File: src/rtl/fare_coin_collector.sv
// Fare/coin front end: latches a ticket selection, prices it, collects coins and hands a
// {destination, quantity, cost, paid} bundle to change_processing, or refunds on cancel/timeout.
module fare_coin_collector #(
  parameter int unsigned FARE1   = 3,
  parameter int unsigned FARE2   = 6,
  parameter int unsigned FARE3   = 5,
  parameter int unsigned TIMEOUT = 64
) (
  input  logic       CLK,
  input  logic       RD,
  input  logic       SEL_VALID,
  input  logic [1:0] DEST_SEL,
  input  logic [1:0] QUA_SEL,
  input  logic       COIN_VALID,
  input  logic [3:0] COIN_VAL,
  input  logic       CANCEL,
  output logic       SEL_REJECT,
  output logic       COIN_REJECT,
  output logic [1:0] DESTINATION_OUT,
  output logic [1:0] QUA_OUT,
  output logic [3:0] COST_OUT,
  output logic [3:0] COIN_OUT,
  output logic       FINISH,
  output logic [3:0] REFUND,
  output logic       REFUND_VALID,
  output logic       BUSY
);

  localparam int unsigned CntW = (TIMEOUT > 2) ? $clog2(TIMEOUT) : 1;
  localparam logic [CntW-1:0] CntMax = CntW'(TIMEOUT - 1);

  typedef enum logic [1:0] {StIdle, StPay, StDone, StRefund} state_e;

  state_e          state_q, state_d;
  logic [1:0]      dest_q, dest_d;
  logic [1:0]      qua_q, qua_d;
  logic [3:0]      cost_q, cost_d;
  logic [3:0]      coin_q, coin_d;
  logic [CntW-1:0] cnt_q, cnt_d;
  logic            sel_rej_q, sel_rej_d;
  logic            coin_rej_q, coin_rej_d;
  logic            finish_q, finish_d;
  logic [3:0]      refund_q, refund_d;
  logic            refund_valid_q, refund_valid_d;
  logic            busy_q, busy_d;

  logic [5:0] fare6;
  logic [5:0] cost6;
  logic       sel_ok;
  logic [4:0] sum5;
  logic       coin_ok;

  // Pricing is done at 6 bits so a 3-ticket order of the dearest fare is seen as overflow.
  always_comb begin
    case (DEST_SEL)
      2'b01:   fare6 = 6'(FARE1);
      2'b10:   fare6 = 6'(FARE2);
      2'b11:   fare6 = 6'(FARE3);
      default: fare6 = 6'd0;
    endcase
    cost6  = fare6 * {4'b0000, QUA_SEL};
    sel_ok = (DEST_SEL != 2'b00) && (QUA_SEL != 2'b00) && (cost6 <= 6'd15);
  end

  assign sum5    = {1'b0, coin_q} + {1'b0, COIN_VAL};
  assign coin_ok = (COIN_VAL != 4'd0) && (sum5 <= 5'd15);

  always_comb begin
    state_d    = state_q;
    dest_d     = dest_q;
    qua_d      = qua_q;
    cost_d     = cost_q;
    coin_d     = coin_q;
    cnt_d      = cnt_q;
    sel_rej_d  = 1'b0;
    coin_rej_d = 1'b0;

    unique case (state_q)
      StIdle: begin
        coin_rej_d = COIN_VALID;
        if (SEL_VALID) begin
          if (sel_ok) begin
            dest_d  = DEST_SEL;
            qua_d   = QUA_SEL;
            cost_d  = cost6[3:0];
            coin_d  = 4'd0;
            cnt_d   = '0;
            state_d = StPay;
          end else begin
            sel_rej_d = 1'b1;
          end
        end
      end
      StPay: begin
        if (CANCEL) begin
          // Cancel wins over a coin presented in the same cycle.
          coin_rej_d = COIN_VALID;
          state_d    = StRefund;
        end else if (COIN_VALID && coin_ok) begin
          coin_d = sum5[3:0];
          cnt_d  = '0;
          if (sum5 >= {1'b0, cost_q}) begin
            state_d = StDone;
          end
        end else begin
          coin_rej_d = COIN_VALID;
          if (cnt_q == CntMax) begin
            state_d = StRefund;
          end else begin
            cnt_d = cnt_q + 1'b1;
          end
        end
      end
      StDone: begin
        coin_rej_d = COIN_VALID;
        state_d    = StIdle;
      end
      StRefund: begin
        coin_rej_d = COIN_VALID;
        dest_d     = 2'd0;
        qua_d      = 2'd0;
        cost_d     = 4'd0;
        coin_d     = 4'd0;
        cnt_d      = '0;
        state_d    = StIdle;
      end
      default: state_d = StIdle;
    endcase

    // Pulse outputs are registered against the state being entered.
    finish_d       = (state_d == StDone);
    refund_valid_d = (state_d == StRefund);
    refund_d       = (state_d == StRefund) ? coin_d : 4'd0;
    busy_d         = (state_d != StIdle);
  end

  always_ff @(posedge CLK or negedge RD) begin
    if (!RD) begin
      state_q        <= StIdle;
      dest_q         <= 2'd0;
      qua_q          <= 2'd0;
      cost_q         <= 4'd0;
      coin_q         <= 4'd0;
      cnt_q          <= '0;
      sel_rej_q      <= 1'b0;
      coin_rej_q     <= 1'b0;
      finish_q       <= 1'b0;
      refund_q       <= 4'd0;
      refund_valid_q <= 1'b0;
      busy_q         <= 1'b0;
    end else begin
      state_q        <= state_d;
      dest_q         <= dest_d;
      qua_q          <= qua_d;
      cost_q         <= cost_d;
      coin_q         <= coin_d;
      cnt_q          <= cnt_d;
      sel_rej_q      <= sel_rej_d;
      coin_rej_q     <= coin_rej_d;
      finish_q       <= finish_d;
      refund_q       <= refund_d;
      refund_valid_q <= refund_valid_d;
      busy_q         <= busy_d;
    end
  end

  assign SEL_REJECT      = sel_rej_q;
  assign COIN_REJECT     = coin_rej_q;
  assign DESTINATION_OUT = dest_q;
  assign QUA_OUT         = qua_q;
  assign COST_OUT        = cost_q;
  assign COIN_OUT        = coin_q;
  assign FINISH          = finish_q;
  assign REFUND          = refund_q;
  assign REFUND_VALID    = refund_valid_q;
  assign BUSY            = busy_q;

endmodule

File: config.mk
export PLATFORM = sky130hd
export DESIGN_NAME = fare_coin_collector
export DESIGN_NICKNAME = d
export VERILOG_FILES = /design/src/rtl/fare_coin_collector.sv
export SDC_FILE = /design/constraint.sdc
export NUM_CORES = 1
export LEC_CHECK = 0
export ABC_AREA = 1
export CAP_MARGIN = 20
export CORE_AREA = 2 2 77 79
export CTS_CLUSTER_DIAMETER = 50
export CTS_CLUSTER_SIZE = 40
export DETAILED_ROUTE_END_ITERATION = 10
export DIE_AREA = 0 0 79 81
export PLACE_DENSITY = 0.65
export RECOVER_POWER = 100
export SLEW_MARGIN = 10
export SYNTH_ARGS = -nofsm -noshare
export SYNTH_HDL_FRONTEND = slang
export SYNTH_SLANG_ARGS = --single-unit
File: constraint.sdc
create_clock -name CLK -period 2.9 [get_ports CLK]
set_clock_uncertainty 0.05 [all_clocks]
set_input_delay 0.725 -clock CLK [delete_from_list [all_inputs] [get_ports CLK]]
set_output_delay 0.725 -clock CLK [all_outputs]
set_load 0.02 [all_outputs]
; ---- After elaboration in Yosys (flattened, before gate mapping)
; Cells that the tools add are included.
[word_totals]
regBits = 29
inputBits = 13
output_inout_bits = 21
elab_cells = 81
[op_classes]
add_sub_neg = 2
n_mul = 1
order_cmp = 3
n_eq_ne = 13
n_mux = 35
reduce_logical = 15
[op_table]
columns = operator, count
row1 = $mux 6, 5
row2 = $mux 4, 7
row3 = $mux 2, 10
row4 = $pmux 6 s3, 1
row5 = $eq 2x2->1 const B, 6
row6 = $pmux 4 s3, 1
row7 = $pmux 3 s3, 1
row8 = $pmux 2 s2, 2
row9 = $pmux 4 s2, 1
row10 = $reduce_bool 2->1, 4
row11 = $add 6x1->6 const B, 1
row12 = $eq 6x6->1 const B, 1
row13 = $le 6x4->1 const B, 1
row14 = $mul 6x2->6, 1
row15 = $ne 2x2->1 const B, 3
row16 = $pmux 2 s3, 1
row17 = $add 4x4->5, 1
row18 = $ge 5x4->1, 1
row19 = $le 5x4->1 const B, 1
row20 = $mux 1, 5
row21 = $reduce_and 5->1, 1
row22 = $eq 2x1->1 const B, 2
row23 = $logic_and 1x1->1, 4
row24 = $reduce_bool 4->1, 1
row25 = 7 further kinds, 7

; ---- Longest topological paths before layout
; Gate-level depths: netlist of run 1.
[logic_depth]
depth_word = 10
mapped_depth = 18
ltp_nobuf = 18

; ---- Worst setup path before layout of run 1
; OpenSTA, ideal clock, no wires.
[synth_timing]
kind = input-to-reg
start = in DEST_SEL[0]
end = reg cnt_q[0]
setup_ns = 0.127
arrival_ns = 2.356
required_ns = 2.723
setup_slack_ns = 0.367
cell_stages = 14
n_path_buf = 0
path_cell_list = inv_1 -> ha_1 -> nand2_1 -> inv_1 -> ha_1 -> a21o_1 -> nand2_2 -> nand4_4 -> nand2_4 -> inv_1 -> a21oi_2 -> nand2_2 -> nand2_1 -> o21ai_0
[synth_via]
elab_chain_cells = 7
elab_cells_between_ends = 11
cone_classes = mul (1) / order compare (1) / eq/ne (4) / mux (1) / reduce/logical (4)
[synth_lines]
columns = element, line
row1 = start: declaration, 12  ; input logic [1:0] DEST_SEL,
row2 = $eq 2x2->1 or $eq 2x1->1 (tied branches), 55  ; case (DEST_SEL)
row3 = $pmux 3 s3, 55
row4 = $mul 6x2->6, 61  ; cost6 = fare6 * {4'b0000, QUA_SEL};
row5 = $le 6x4->1, 62  ; sel_ok = (DEST_SEL != 2'b00) && (QUA_SEL != 2'b00) && (cost6 <= 6'd15);
row6 = $logic_and 1x1->1 (*), 62
row7 = $ne 2x2->1 (no line) (*), -
row8 = $reduce_and 5->1 (no line) (*), -
row9 = end signal: assignment, 157  ; cnt_q <= cnt_d;
row10 = end: declaration, 39  ; logic [CntW-1:0] cnt_q, cnt_d;
; Every way passes the cells marked *; elsewhere a longest branch is shown, timed or not.
; A chain may end at the register's enable or synchronous reset.

; ---- Worst setup path after layout of run 1
[layout_timing]
start = in DEST_SEL[1]
end = reg cnt_q[0]
; The elaborated chain is that of the path after synthesis.

==> results of run 1 <==
==> through the flow <==
| step | power (uW) | area, um2 | TNS (ns) | cells | utilization (%) |
|---|---|---|---|---|---|
| 6_report | 2310 | 2670 | 0 | 359 | 47.0 |
| 4_1_cts | 2330 | 2630 | 0 | 358 | 46.4 |
| 5_1_grt | 2520 | 2670 | 0 | 359 | 47.0 |
| 2_1_floorplan | 1370 | 1900 | 0 | 219 | - |
| 3_5_place_dp | 1880 | 2500 | -5.48 | 349 | 44.0 |
| 3_3_place_gp | 1850 | 2500 | -4.43 | 349 | 44.0 |
==> power groups by stage <==
stage | Combinational, uW | Clock (uW) | Sequential (uW)
3_3_place_gp | 1240 | 0 | 609
2_1_floorplan | 654 | 0 | 713
5_1_grt | 1440 | 460 | 614
6_report | 1290 | 430 | 596
3_5_place_dp | 1270 | 0 | 608
4_1_cts | 1290 | 438 | 604
==> placed cells by master, fill, tap and decap left out, types with 3 or more instances in the layout <==
master,count
nand2_1,44
inv_1,42
dfrtp_1,29
dlygate4sd3_1,22
buf_4,21
ha_1,17
nor2_1,9
clkdlybuf4s50_1,9
nand2_2,8
nand3_1,7
inv_2,6
o21ai_1,6
clkbuf_8,6
nor2_2,5
o31ai_1,4
a21oi_1,3
xor2_1,3
nand2_4,3
o21ai_0,3
nand4_1,3
clkbuf_1,3
==> layout make-up <==
class                   count  area share, %
inverters                  49           6.94
flip-flops and latches     29           27.2
clock inverters             1           1.13
well taps                  75           3.52
clock buffers               7           3.23
multi-input cells         141           38.6
repair buffers             57           19.4
==> worst max path at each step <==
stage	end	slack, ns	depth (start not counted)
after floorplan	cnt_q[0]	0.37	14
after global placement	REFUND[0]	-0.31	17
after detailed placement	REFUND[2]	-0.36	17
after CTS	REFUND[3]	0.06	18
after global routing	QUA_OUT[0]	0.002	13
final	cnt_q[0]	0.15	15
==> cells by family (layout without fill, tap and decap cells) <==
group,count (synthesis),count (layout)
xor gates and xnor gates,4,4
adders and majority gates,21,21
AOI/OAI and AO/OA,28,28
DFF,29,29
and+or+nand+nor,87,88
buffers and inverters,50,114
==> routing by layer <==
| layer | vias up | global-route usage, % | share of wire (%) |
|---|---|---|---|
| li1 | 817 | - | - |
| met1 | 734 | 17.2 | 45 |
| met2 | 25 | 24.6 | 50 |
| met3 | 5 | 4.00 | 4.1 |
| met4 | 0 | 4.66 | 1.4 |
| met5 | - | 0 | 0 |
==> what timing repair did <==
| action | 4_1_cts | 5_1_grt |
|---|---|---|
| resized for setup | 3 | 16 |
| hold buffers | 0 | 0 |
| setup endpoints to repair | 7 | 19 |
| cloned | 0 | 1 |
| buffers inserted | 1 | 0 |
| pin swaps | 2 | 4 |
==> critical path: stages <==
cell and delay, ns:
clkdlybuf4s50_1 0.47, inv_1 0.08, ha_4 0.25, nand2_1 0.07, inv_1 0.05, ha_1 0.27, a21o_1 0.18, nand2_2 0.09
nand4_4 0.09, nand2_4 0.10, inv_2 0.06, a21oi_4 0.16, nand2_2 0.13, nand2_1 0.08, o21ai_1 0.06
==> sequential cells by signal, summed over array words and instances (netlist names) <==
| signal | flops |
|---|---|
| COST_OUT | 4 |
| DESTINATION_OUT | 2 |
| REFUND_VALID | 1 |
| FINISH | 1 |
| BUSY | 1 |
| COIN_REJECT | 1 |
| QUA_OUT | 2 |
| cnt_q | 6 |
| state_q | 2 |
| COIN_OUT | 4 |
| SEL_REJECT | 1 |
| REFUND | 4 |
==> results.toml, run 1 <==
[cells_and_area]
n_fill_cell = 559
multi_input_area_um2 = 1030
fin_nets = 317
n_antenna_cell = 0
final_layout_size_suffix_gt1_share_pct = 24.6
register_area_um2 = 726
area_growth_pct = 40.7

[sta]
rsz0062_at_grt = "no"
max_freq_mhz = 364
relSlewSlack_pct = -4.43
setup_ws_ns = 0.149
worst_pin_slew_ns = 1.57
setup_violations = 0
period_minus_slack_ns = 2.75
finalHoldViolCount = 0
fin_crit_sh_pct = 94.9
fin_hold_ws_ns = 0.436
final_max_slew_viol_count = 30

[global_routing]
gr-total-overflow = 0
grt_pass1_vias = 1594
antenna_found_initial = 0
grt_usage_pct = 14.2
grt_pass1_wl_mm = 7.06
grt_start_max_net_pins = 30

[synthesis]
netlist_area_um2 = 1900
synth_nets = 253
ys_seq_area_share_pct = 38.3
synth_top_cell_area_share_pct = 38.3
synth.avg_cell_area_um2 = 8.66
async_flop_share_pct = 100
synth-seq-cells = 29
synth_area_leaders = "dfrtp_1 (38%), ha_1 (13%), nand2_1 (9.1%)"
yosys_warnings = 0
synthMuxAreaShare_pct = 0
netlist_instances = 219
synthSimpleGateAreaFrac_pct = 24.2
synth-compound-area-share_pct = 10.9
yosysUniqueCellTypes = 35
synth-main-ff-cell = "dfrtp_1"
synth_xor_xnor_area_share_pct = 1.85
synthAdderAreaFrac_pct = 14.6
synthTopCellsByCount = "nand2_1 (46), inv_1 (43), dfrtp_1 (29)"
synth.most_common_cell = "nand2_1"
synth_edf_count = 0
yosysTopAreaCell = "dfrtp_1"
synth_top_family_by_area = "simple AND/OR/NAND/NOR gates"

[clock_network]
cts_num_sinks = 29
cts_tree = "built"
clock_latency_ns = 0.28
clockBufferDepth = 2
cts_root_buf = "clkbuf_8"
htree_levels = 2
cts_buffers = 5
clkTransAtPathRegs_ns = 0.07

[critical_path]
r2r_setup_slack_ns = 0.49
critical_path_class = "input port to flop"
r2r_cells = 18
critPathLaunch = "DEST_SEL[1]"
cp-start-kind = "input port"
reg2reg_from = "COIN_OUT[0]"
cp.required_ns = 3.02
crit_fanout = 5
endpoint_kind = "flop"
worstReg2RegEnd = "REFUND[3]"
cp.arrival_ns = 2.87

[drt]
antenna_left = 0
wire_per_inst_um = 11.2
drc = 0
drt_iter0_drc = 107
first_pass_iters = 4
vias = 1581
viasPerCell = 4.40
wirelength_mm = 4.04

[min_path]
hp-start = "QUA_OUT[1]"
holdPathStages = 2
hold_class = "flop to flop"
hold_end = "QUA_OUT[1]"

[floorplanning]
start_util_pct = 33.4
std_cell_rows = 28
placeableCoreArea_um2 = 5680
ios = 34
die_h_um = 81
die_x_um = 79
die-area_um2 = 6400

[power_and_ir_drop]
p_per_area_nw_per_um2 = 866
leakage_uw = 0.00141
netSwitchingFraction_pct = 41.8
switchingPower_uw = 966
ir_drop_uv = 317
seqPwrFrac_pct = 25.8
clock_power_share_pct = 18.6
p_int_uw = 1350
p_comb_share_pct = 55.7

[placement]
dpl.hpwl_mm = 3.15
gp_congestion = 0.819
dp_slack_ns = -0.365
portBuffers = 33

[flow_run]
maxCapViolCount = 1

[run_status]
violations = "max-capacitance violations, max-slew violations"
outcome = "finished with violations"
Power figures use the tool's default switching activity.
==> inputs of run 2 (changes only) <==
Settings changed: CORE_AREA 2 2 77 79 to 4 4 79 81, DIE_AREA 0 0 79 81 to 0 0 83 85.
==> run 2 against run 1 <==
  * Sequential power barely moved
  * Cell area fell by 3.8%
  * First-iteration DRC count fell by 52%
  * Critical path type unchanged
  * The flow still finishes with violations (max-capacitance violations, max-slew violations)
  * Clock power fell by 24%
  * Count of clock-buffer cells in the layout did not move
  * Sequential share of layout area rose by 1.1 points
  * Critical endpoint is now DESTINATION_OUT[1]
  * Non-clock buffer count fell by 1
  * Global-route usage fell by 2.0 points
  * Fmax rose by 1.7%
==> results.toml, run 2 (same netlist as run 1, synthesis figures left out) <==
[min_path]
hold_end = "QUA_OUT[1]"
hp-start = "QUA_OUT[1]"
hold_class = "flop to flop"
holdPathStages = 2

[run_status]
outcome = "finished with violations"
violations = "max-capacitance violations, max-slew violations"

[floorplanning]
placeableCoreArea_um2 = 5470
std_cell_rows = 27
die_h_um = 85
die_x_um = 83
ios = 34
start_util_pct = 34.7
die-area_um2 = 7060

[critical_path]
r2r_cells = 18
r2r_setup_slack_ns = 0.48
cp-start-kind = "input port"
crit_slowest_cell = "clkdlybuf4s50_1"
crit_fanout = 8
critical_path_class = "input port to flop"
cp.arrival_ns = 2.83
reg2reg_from = "COIN_OUT[0]"
critPathMaxStageDelay_ns = 0.50
cp.required_ns = 3.02
path_delay_family = "buffers and inverters"
critPathBufInv = 3
endpoint_kind = "flop"
path_cells = "clkdlybuf4s50_1 > inv_1 > a21oi_1 > ha_1 > a21o_1 > nand2_2 > nand4_4 > nand2_1 > o21ai_1 > clkbuf_1 > o31ai_1"
worstReg2RegEnd = "REFUND[1]"

[clock_network]
cts_root_buf = "clkbuf_8"
htree_levels = 2
clockBufferDepth = 2
clock_latency_ns = 0.27
cts_tree = "built"
ctsHoldBuffers = 0
cts_buffers = 5
cts_num_sinks = 29
clkTransAtPathRegs_ns = 0.06

[global_routing]
gr-total-overflow = 0
antenna_found_initial = 0
grt_pass1_vias = 1577
grt_usage_pct = 12.2
grt_start_max_net_pins = 30
grt_pass1_wl_mm = 7.09

[drt]
antenna_left = 0
drt_iter0_drc = 51
wire_per_inst_um = 11.5
drc = 0
wirelength_mm = 4.06
first_pass_iters = 4
vias = 1576
viasPerCell = 4.45

[cells_and_area]
final_cells = 354
fin_nets = 316
final_cell_mix = "nand2_1 (48), inv_1 (41), dfrtp_1 (29)"
largest_reg_flops = 6
n_antenna_cell = 0
largest-register = "cnt_q"
area_growth_pct = 35.4
final_layout_size_suffix_gt1_share_pct = 20.9
layout_commonest_cell = "nand2_1"
fin_util_pct = 46.9

[power_and_ir_drop]
switchingPower_uw = 919
p_per_area_nw_per_um2 = 826
clock_power_share_pct = 15.4
p_int_uw = 1200
seqPwrFrac_pct = 28.2
netSwitchingFraction_pct = 43.3
leakage_uw = 0.00139
p_comb_share_pct = 56.4
ir_drop_uv = 288

[sta]
finalHoldViolCount = 0
fin_crit_sh_pct = 93.3
setup_violations = 0
period_minus_slack_ns = 2.71
relSlewSlack_pct = -8.51
rsz0062_at_grt = "no"
final_max_slew_viol_count = 30
setup_ws_ns = 0.195
max_freq_mhz = 370
worst_pin_slew_ns = 1.63

[placement]
dpl.hpwl_mm = 3.20
portBuffers = 33
dp_slack_ns = -0.324
dp_cells = 344
gp_congestion = 0.765

[flow_run]
maxCapViolCount = 1
==> run 2: changes by cell type in the layout (fill, tap and decap cells not counted), moves of 2 or more <==
cell | previous run | this run
clkdlybuf4s50_1 | 9 | 7
o21ai_2 | 2 | 0
dlymetal6s2s_1 | 1 | 3
nand2_2 | 8 | 4
nand2_1 | 44 | 48
o21ai_0 | 3 | 5
==> run 2: worst reg2reg max path, delay by kind of cell, from the launching register on <==
kind,cells,cell delay [ns]
buffers and inverters,2,0.12
adders and majority gates,3,0.95
and+or+nand+nor,13,0.83
DFF,1,0.41
==> run 2: how the worst max path moves through the flow <==
stage,start,end,slack (ns),depth (start not counted)
after floorplan,DEST_SEL[0],cnt_q[0],0.37,14
after global placement,COIN_VAL[0],REFUND[3],-0.30,17
after detailed placement,COIN_VAL[0],REFUND[2],-0.32,19
after CTS,DEST_SEL[0],cnt_q[0],0.04,15
after global routing,QUA_SEL[0],QUA_OUT[0],0.004,11
final,QUA_SEL[0],DESTINATION_OUT[1],0.19,11
==> run 2: metal layers <==
| metal | vias up | track usage [%] | wire [um] |
|---|---|---|---|
| li1 | 813 | - | - |
| met1 | 737 | 14.7 | 1880 |
| met2 | 22 | 20.8 | 1980 |
| met3 | 4 | 3.59 | 168 |
| met4 | 0 | 4.46 | 33 |
| met5 | - | 0 | 0 |
==> run 2: final cells by class <==
| class | count | area, um2 |
|---|---|---|
| fillers | 554 | 2900 |
| multi-input cells | 141 | 983 |
| flip-flops and latches | 29 | 726 |
| repair buffers | 56 | 498 |
| inverters | 49 | 185 |
| well taps | 72 | 90.1 |
| clock buffers | 7 | 86.3 |
==> run 2: timing repair <==
item,CTS,global route
resized for setup,2,16
endpoints found under the hold margin,0,0
buffers inserted,1,1
pin swaps,1,3
endpoints found under the setup margin,5,17
gates cloned,0,1
==> run 2: per-stage QoR <==
stage | TNS, ns | hold slack [ns] | power, uW | area (um2)
5_1_grt | 0 | 0.461 | 2320 | 2570
3_3_place_gp | -4.23 | 0.428 | 1840 | 2480
6_report | 0 | 0.434 | 2120 | 2570
2_1_floorplan | 0 | 0.379 | 1370 | 1900
3_5_place_dp | -5.39 | 0.428 | 1860 | 2480
4_1_cts | 0 | 0.445 | 2200 | 2570
==> run 2: power groups by stage <==
stage,logic (uW),clock network (uW),registers (uW)
after detailed placement,1250,0,611
after floorplan,654,0,713
after global placement,1230,0,612
after global routing,1340,360,614
final,1200,328,598
after CTS,1260,340,608
==> variant 1: new RTL, flow settings as in run 1 <==
Put one more register stage on the output `SEL_REJECT`, cleared by the reset. The value now appears one clock later. The other outputs are not delayed to match.
--- a/src/rtl/fare_coin_collector.sv
+++ b/src/rtl/fare_coin_collector.sv
@@ -164,7 +164,13 @@
     end
   end
 
-  assign SEL_REJECT      = sel_rej_q;
+  always_ff @(posedge CLK or negedge RD) begin
+    if (!RD) begin
+      SEL_REJECT <= '0;
+    end else begin
+      SEL_REJECT <= sel_rej_q;
+    end
+  end
   assign COIN_REJECT     = coin_rej_q;
   assign DESTINATION_OUT = dest_q;
   assign QUA_OUT         = qua_q;
Check against the original RTL: not equivalent (Yosys sat finds a counterexample within 4 cycles, from zero or initial values).
==> variant 1 against run 1 <==
The run still ends with max-capacitance violations, max-slew violations left. Largest power group unchanged. Setup slack improved by 15 ps. Sequential cell count rose by 1. Critical endpoint is now REFUND[3]$_DFF_PN0_. Global-route usage barely moved. Synthesized area rose by 4.2%. Highest routed layer unchanged. Core utilization rose by 1.0 points. Routed wire length rose by 1.4%. Register-to-register slack improved by 30 ps. Power rose by 9.3%. Design area rose by 2.2%.
==> variant 1: results (changes against run 1) <==
synth_common_cells: "48 x nand2_1, 42 x inv_1, 30 x dfrtp_1"  # was 46 x nand2_1, 43 x inv_1, 29 x dfrtp_1
grt_pass1_vias: 1577  # was 1594
drive_above_1_share: 0.213  # was 0.246
irDropWorstVdd_uv: 311  # was 317 uV
synth_ff_type: "dfrtp_1"  # unchanged
cpPeakStageDelay_ps: 520  # was 470 ps
gp_congestion: 0.803  # was 0.819
drv_cap: 1  # unchanged
p_leak_nw: 1.40  # was 1.41 nW
grt_use_total: 0.142  # about the same
cp_slowest_cell: "clkdlybuf4s50_1"  # unchanged
violations: "max-capacitance violations, max-slew violations"  # unchanged
grt_max_degree: 31  # was 30
cts_root_buf: "clkbuf_8"  # unchanged
dp_slack_ps: -303  # was -365 ps
p_total_mw: 2.53  # was 2.31 mW
grt_pass1_wl_um: 7000  # was 7060 um
ys_top_cells_by_area: "dfrtp_1 38%, ha_1 12%, nand2_1 9.1%"  # was dfrtp_1 38%, ha_1 13%, nand2_1 9.1%
slew_violations: 31  # was 30
seq_area_frac_synth: 0.380  # was 0.383
synth_compound_area_frac: 0.0823  # was 0.109
hpwl_um: 3230  # was 3150 um
port_buffers: 33  # unchanged
syn_nets: 270  # was 253
top_register: "cnt_q"  # unchanged
final_nets: 329  # was 317
largest_reg_flops: 6  # unchanged
antenna_found_initial: 0  # unchanged
ys_types: 29  # was 35
viasPerCell: 4.40  # about the same
async_reset_ff_frac: 1.00  # unchanged
wl_um: 4090  # was 4040 um
outcome: "finished, violations left"  # unchanged
synth_xor_area_frac: 0.0177  # was 0.0185
drt-initial-drc-count: 51  # was 107
num-fill-cells: 566  # was 559
relSlewSlack: -0.0769  # was -0.0443
synthAdderAreaFrac: 0.141  # was 0.146
variant 1: worst max-delay path, delay by kind of cell:
kind            cells  cell delay, ps
xor+xnor            1             180
buf+inv             3             630
fa+ha+maj           2             410
compound gates      1             170
simple gates        8             740
variant 1: kinds of logic (layout without fill, tap and decap cells):
kind of cell	after synthesis	after routing
fa+ha+maj	21	21
flops	30	30
simple gates	105	105
buf+inv	48	108
compound gates	28	28
xor+xnor	4	4
variant 1: repair_timing:
| item | CTS | global route |
|---|---|---|
| setup endpoints to repair | 1 | 15 |
| resized for setup | 3 | 7 |
| pin swaps | 2 | 8 |
| setup buffers | 1 | 2 |
variant 1: final cells by class:
class | instances | share of cell area
Multi-Input combinational cell | 158 | 0.397
Timing Repair Buffer | 52 | 0.173
Tap cell | 75 | 0.0344
Inverter | 48 | 0.0679
Clock inverter | 2 | 0.0220
Clock buffer | 6 | 0.0303
Sequential cell | 30 | 0.275
variant 1: routing by layer:
metal  global-route usage  routed length, um  share of wire  up-vias
met2                0.232               2010           0.49       26
met5                    0                  0              0        -
met4               0.0586                 68          0.017        0
met3               0.0344                209          0.051        5
met1                0.181               1810           0.44      757
li1                     -                  -              -      845
variant 1: worst paths after layout:
check	slack [ps]	cells past startpoint	from	to
worst max-delay path	160	15	COIN_VAL[2]	REFUND[3]$_DFF_PN0_
worst min-delay path	300	0	sel_rej_q$_DFF_PN0_	SEL_REJECT$_DFF_PN0_
worst max register to register	520	16	COIN_OUT[0]$_DFF_PN0_	REFUND[3]$_DFF_PN0_
worst min register to register	300	0	sel_rej_q$_DFF_PN0_	SEL_REJECT$_DFF_PN0_
max in group asynchronous	530	2	RD	QUA_OUT[0]$_DFFE_PN0P_
min in group asynchronous	1330	2	RD	REFUND[2]$_DFF_PN0_
variant 1: power by group:
group / leakage (nW) / internal (mW) / total (mW) / switching (mW)
Sequential: 0.397 / 0.543 / 0.631 / 0.0880
Combinational: 0.933 / 0.560 / 1.37 / 0.811
Clock: 0.0714 / 0.366 / 0.525 / 0.159
Total: 1.40 / 1.47 / 2.53 / 1.06
variant 1: stage by stage:
step | instance area, um2 | instances | hold WS (ps)
after floorplan | 1980 | 236 | 281
after global placement | 2520 | 360 | 285
after detailed placement | 2520 | 360 | 290
after CTS | 2680 | 369 | 306
after global routing | 2730 | 371 | 328
final | 2730 | 371 | 303
==> variant 2: new RTL, config.mk and constraints of run 1 <==
Without the edit above. The parameter `TIMEOUT` goes from 64 to 128.
--- a/src/rtl/fare_coin_collector.sv
+++ b/src/rtl/fare_coin_collector.sv
@@ -4,7 +4,7 @@
   parameter int unsigned FARE1   = 3,
   parameter int unsigned FARE2   = 6,
   parameter int unsigned FARE3   = 5,
-  parameter int unsigned TIMEOUT = 64
+  parameter int unsigned TIMEOUT = 128
 ) (
   input  logic       CLK,
   input  logic       RD,
Check against the original RTL: no difference found for any inputs over 10 cycles, from zero or initial values; that may be too few to reach the edited logic, so the function may still have changed.
==> variant 2 against run 1 <==
The flow still finishes with violations (max-capacitance violations, max-slew violations). Global-route usage grew 0.18 points. Routed wire length grew 4.8%. Synthesized area grew 3.2%. Sequential share of layout area grew 0.66 points. Critical endpoint is now REFUND[3]$_DFF_PN0_. Design area grew 0.98%. Setup slack lost 4.2 ps. Sequential cell count grew 1. Power grew 2.7%.
==> variant 2: results (changes against run 1) <==
cts.clk_slew.worst_paths_ps: 60
stdcell_count: 380  # was 359
ys_warn_count: 0  # unchanged
via_count: 1697  # was 1581
drt-initial-drc-count: 43  # was 107
async_reset_ff_frac: 1.00  # unchanged
p_leak_nw: 1.46  # was 1.41 nW
clock_path_buffers: 2  # unchanged
worst_ep_arrival_time_ps: 2880  # was 2870 ps
worst_pin_slew_ps: 1630  # was 1570 ps
largest_reg_flops: 7  # was 6
ys_types: 26  # was 35
slew_violations: 31  # was 30
irDropWorstVdd_uv: 395  # was 317 uV
drive_above_1_share: 0.180  # was 0.246
cts_root_buf: "clkbuf_8"  # unchanged
grt_pass1_wl_um: 7130  # was 7060 um
placed_cell_area_um2: 2510  # was 2500 um2
hpwl_um: 3210  # was 3150 um
dp_cells: 369  # was 349
drv_cap: 1  # unchanged
antenna_cells: 0  # unchanged
worstPathMaxFanout: 5  # unchanged
ys_top_cells_by_area: "dfrtp_1 38%, ha_1 12%, nand2_1 12%"  # was dfrtp_1 38%, ha_1 13%, nand2_1 9.1%
wl_per_cell_um: 11.1  # was 11.2 um
startpoint: "DEST_SEL[0]"  # was DEST_SEL[1]
reg2reg_from: "COIN_OUT[0]$_DFF_PN0_"  # unchanged
dr.pass1.iters: 4  # unchanged
violations: "max-capacitance violations, max-slew violations"  # unchanged
crit_family: "buffers and inverters"  # unchanged
top_register: "cnt_q"  # unchanged
grt_max_degree: 31  # was 30
hold_start: "DESTINATION_OUT[1]$_DFFE_PN0P_"  # was QUA_OUT[1]$_DFFE_PN0P_
numCtsBuffers: 5  # unchanged
gp_congestion: 0.874  # was 0.819
synth_common_cells: "60 x nand2_1, 50 x inv_1, 30 x dfrtp_1"  # was 46 x nand2_1, 43 x inv_1, 29 x dfrtp_1
outcome: "finished, violations left"  # unchanged
antenna_found_initial: 0  # unchanged
synth_cells: 245  # was 219
seq_area_frac_synth: 0.383  # about the same
hp-class: "flip-flop to flip-flop"  # unchanged
cp_slowest_cell: "clkdlybuf4s50_1"  # unchanged
grt_use_total: 0.144  # was 0.142
cpPeakStageDelay_ps: 490  # was 470 ps
final_nets: 338  # was 317
worstSkewPairLatency_ps: 280  # about the same
syn_nets: 279  # was 253
grt_pass1_vias: 1614  # was 1594
cts.htree.levels: 2  # unchanged
## variant 2: repair_timing
item | 4_1_cts | 5_1_grt
gates resized for setup | 3 | 21
setup buffers | 1 | 2
pin swaps | 4 | 5
cloned | 0 | 0
setup endpoints to repair | 5 | 19
## variant 2: metal layers
layer | vias to the layer above | global-route usage | part of all wire
met5 | - | 0 | 0
met1 | 782 | 0.178 | 0.48
met4 | 0 | 0.0569 | 0.014
li1 | 874 | - | -
met2 | 35 | 0.236 | 0.46
met3 | 6 | 0.0456 | 0.041
## variant 2: area by class of cell
| type | instances | area (um2) |
|---|---|---|
| clock buffer | 8 | 110 |
| fill | 554 | 2980 |
| inverter | 50 | 188 |
| multi-input combinational | 163 | 1070 |
| sequential | 30 | 751 |
| tap | 75 | 93.8 |
| timing repair buffer | 54 | 485 |
## variant 2: path summary, 6_finish.rpt
| kind | endpoint | slack (ps) | cells after the start |
|---|---|---|---|
| setup / recovery | REFUND[3]$_DFF_PN0_ | 140 | 14 |
| setup reg to reg | REFUND[3]$_DFF_PN0_ | 470 | 16 |
| max in group asynchronous | COIN_REJECT$_DFF_PN0_ | 510 | 2 |
| hold reg to reg | DESTINATION_OUT[1]$_DFFE_PN0P_ | 430 | 2 |
| hold / removal | DESTINATION_OUT[1]$_DFFE_PN0P_ | 430 | 2 |
| min in group asynchronous | BUSY$_DFF_PN0_ | 1330 | 2 |
## variant 2: kinds of logic (layout without fill, tap and decap cells)
group,after synthesis,count (layout),synth area share
buf+inv,52,112,0.107
simple gates,110,110,0.259
compound gates,25,25,0.0767
fa+ha+maj,21,21,0.142
flops,30,30,0.383
xor+xnor,7,7,0.0313
## variant 2: tightest hold or removal path, stage by stage, from the launching register on
cell     delay, ps
dfrtp_1        340
nand2_1         50
nand2_1         50
## variant 2: power by group
part / internal, mW / leakage, nW / switching, mW / total (mW)
clock network: 0.239 / 0.0575 / 0.156 / 0.396
logic: 0.549 / 1.01 / 0.812 / 1.36
registers: 0.539 / 0.398 / 0.0783 / 0.617
## variant 2: stage by stage
step / TNS (ps) / setup WS (ps)
final: 0 / 145
after detailed placement: -5920 / -364
after global routing: 0 / 4.09
after CTS: 0 / 45.0
after floorplan: 0 / 413
after global placement: -4830 / -352
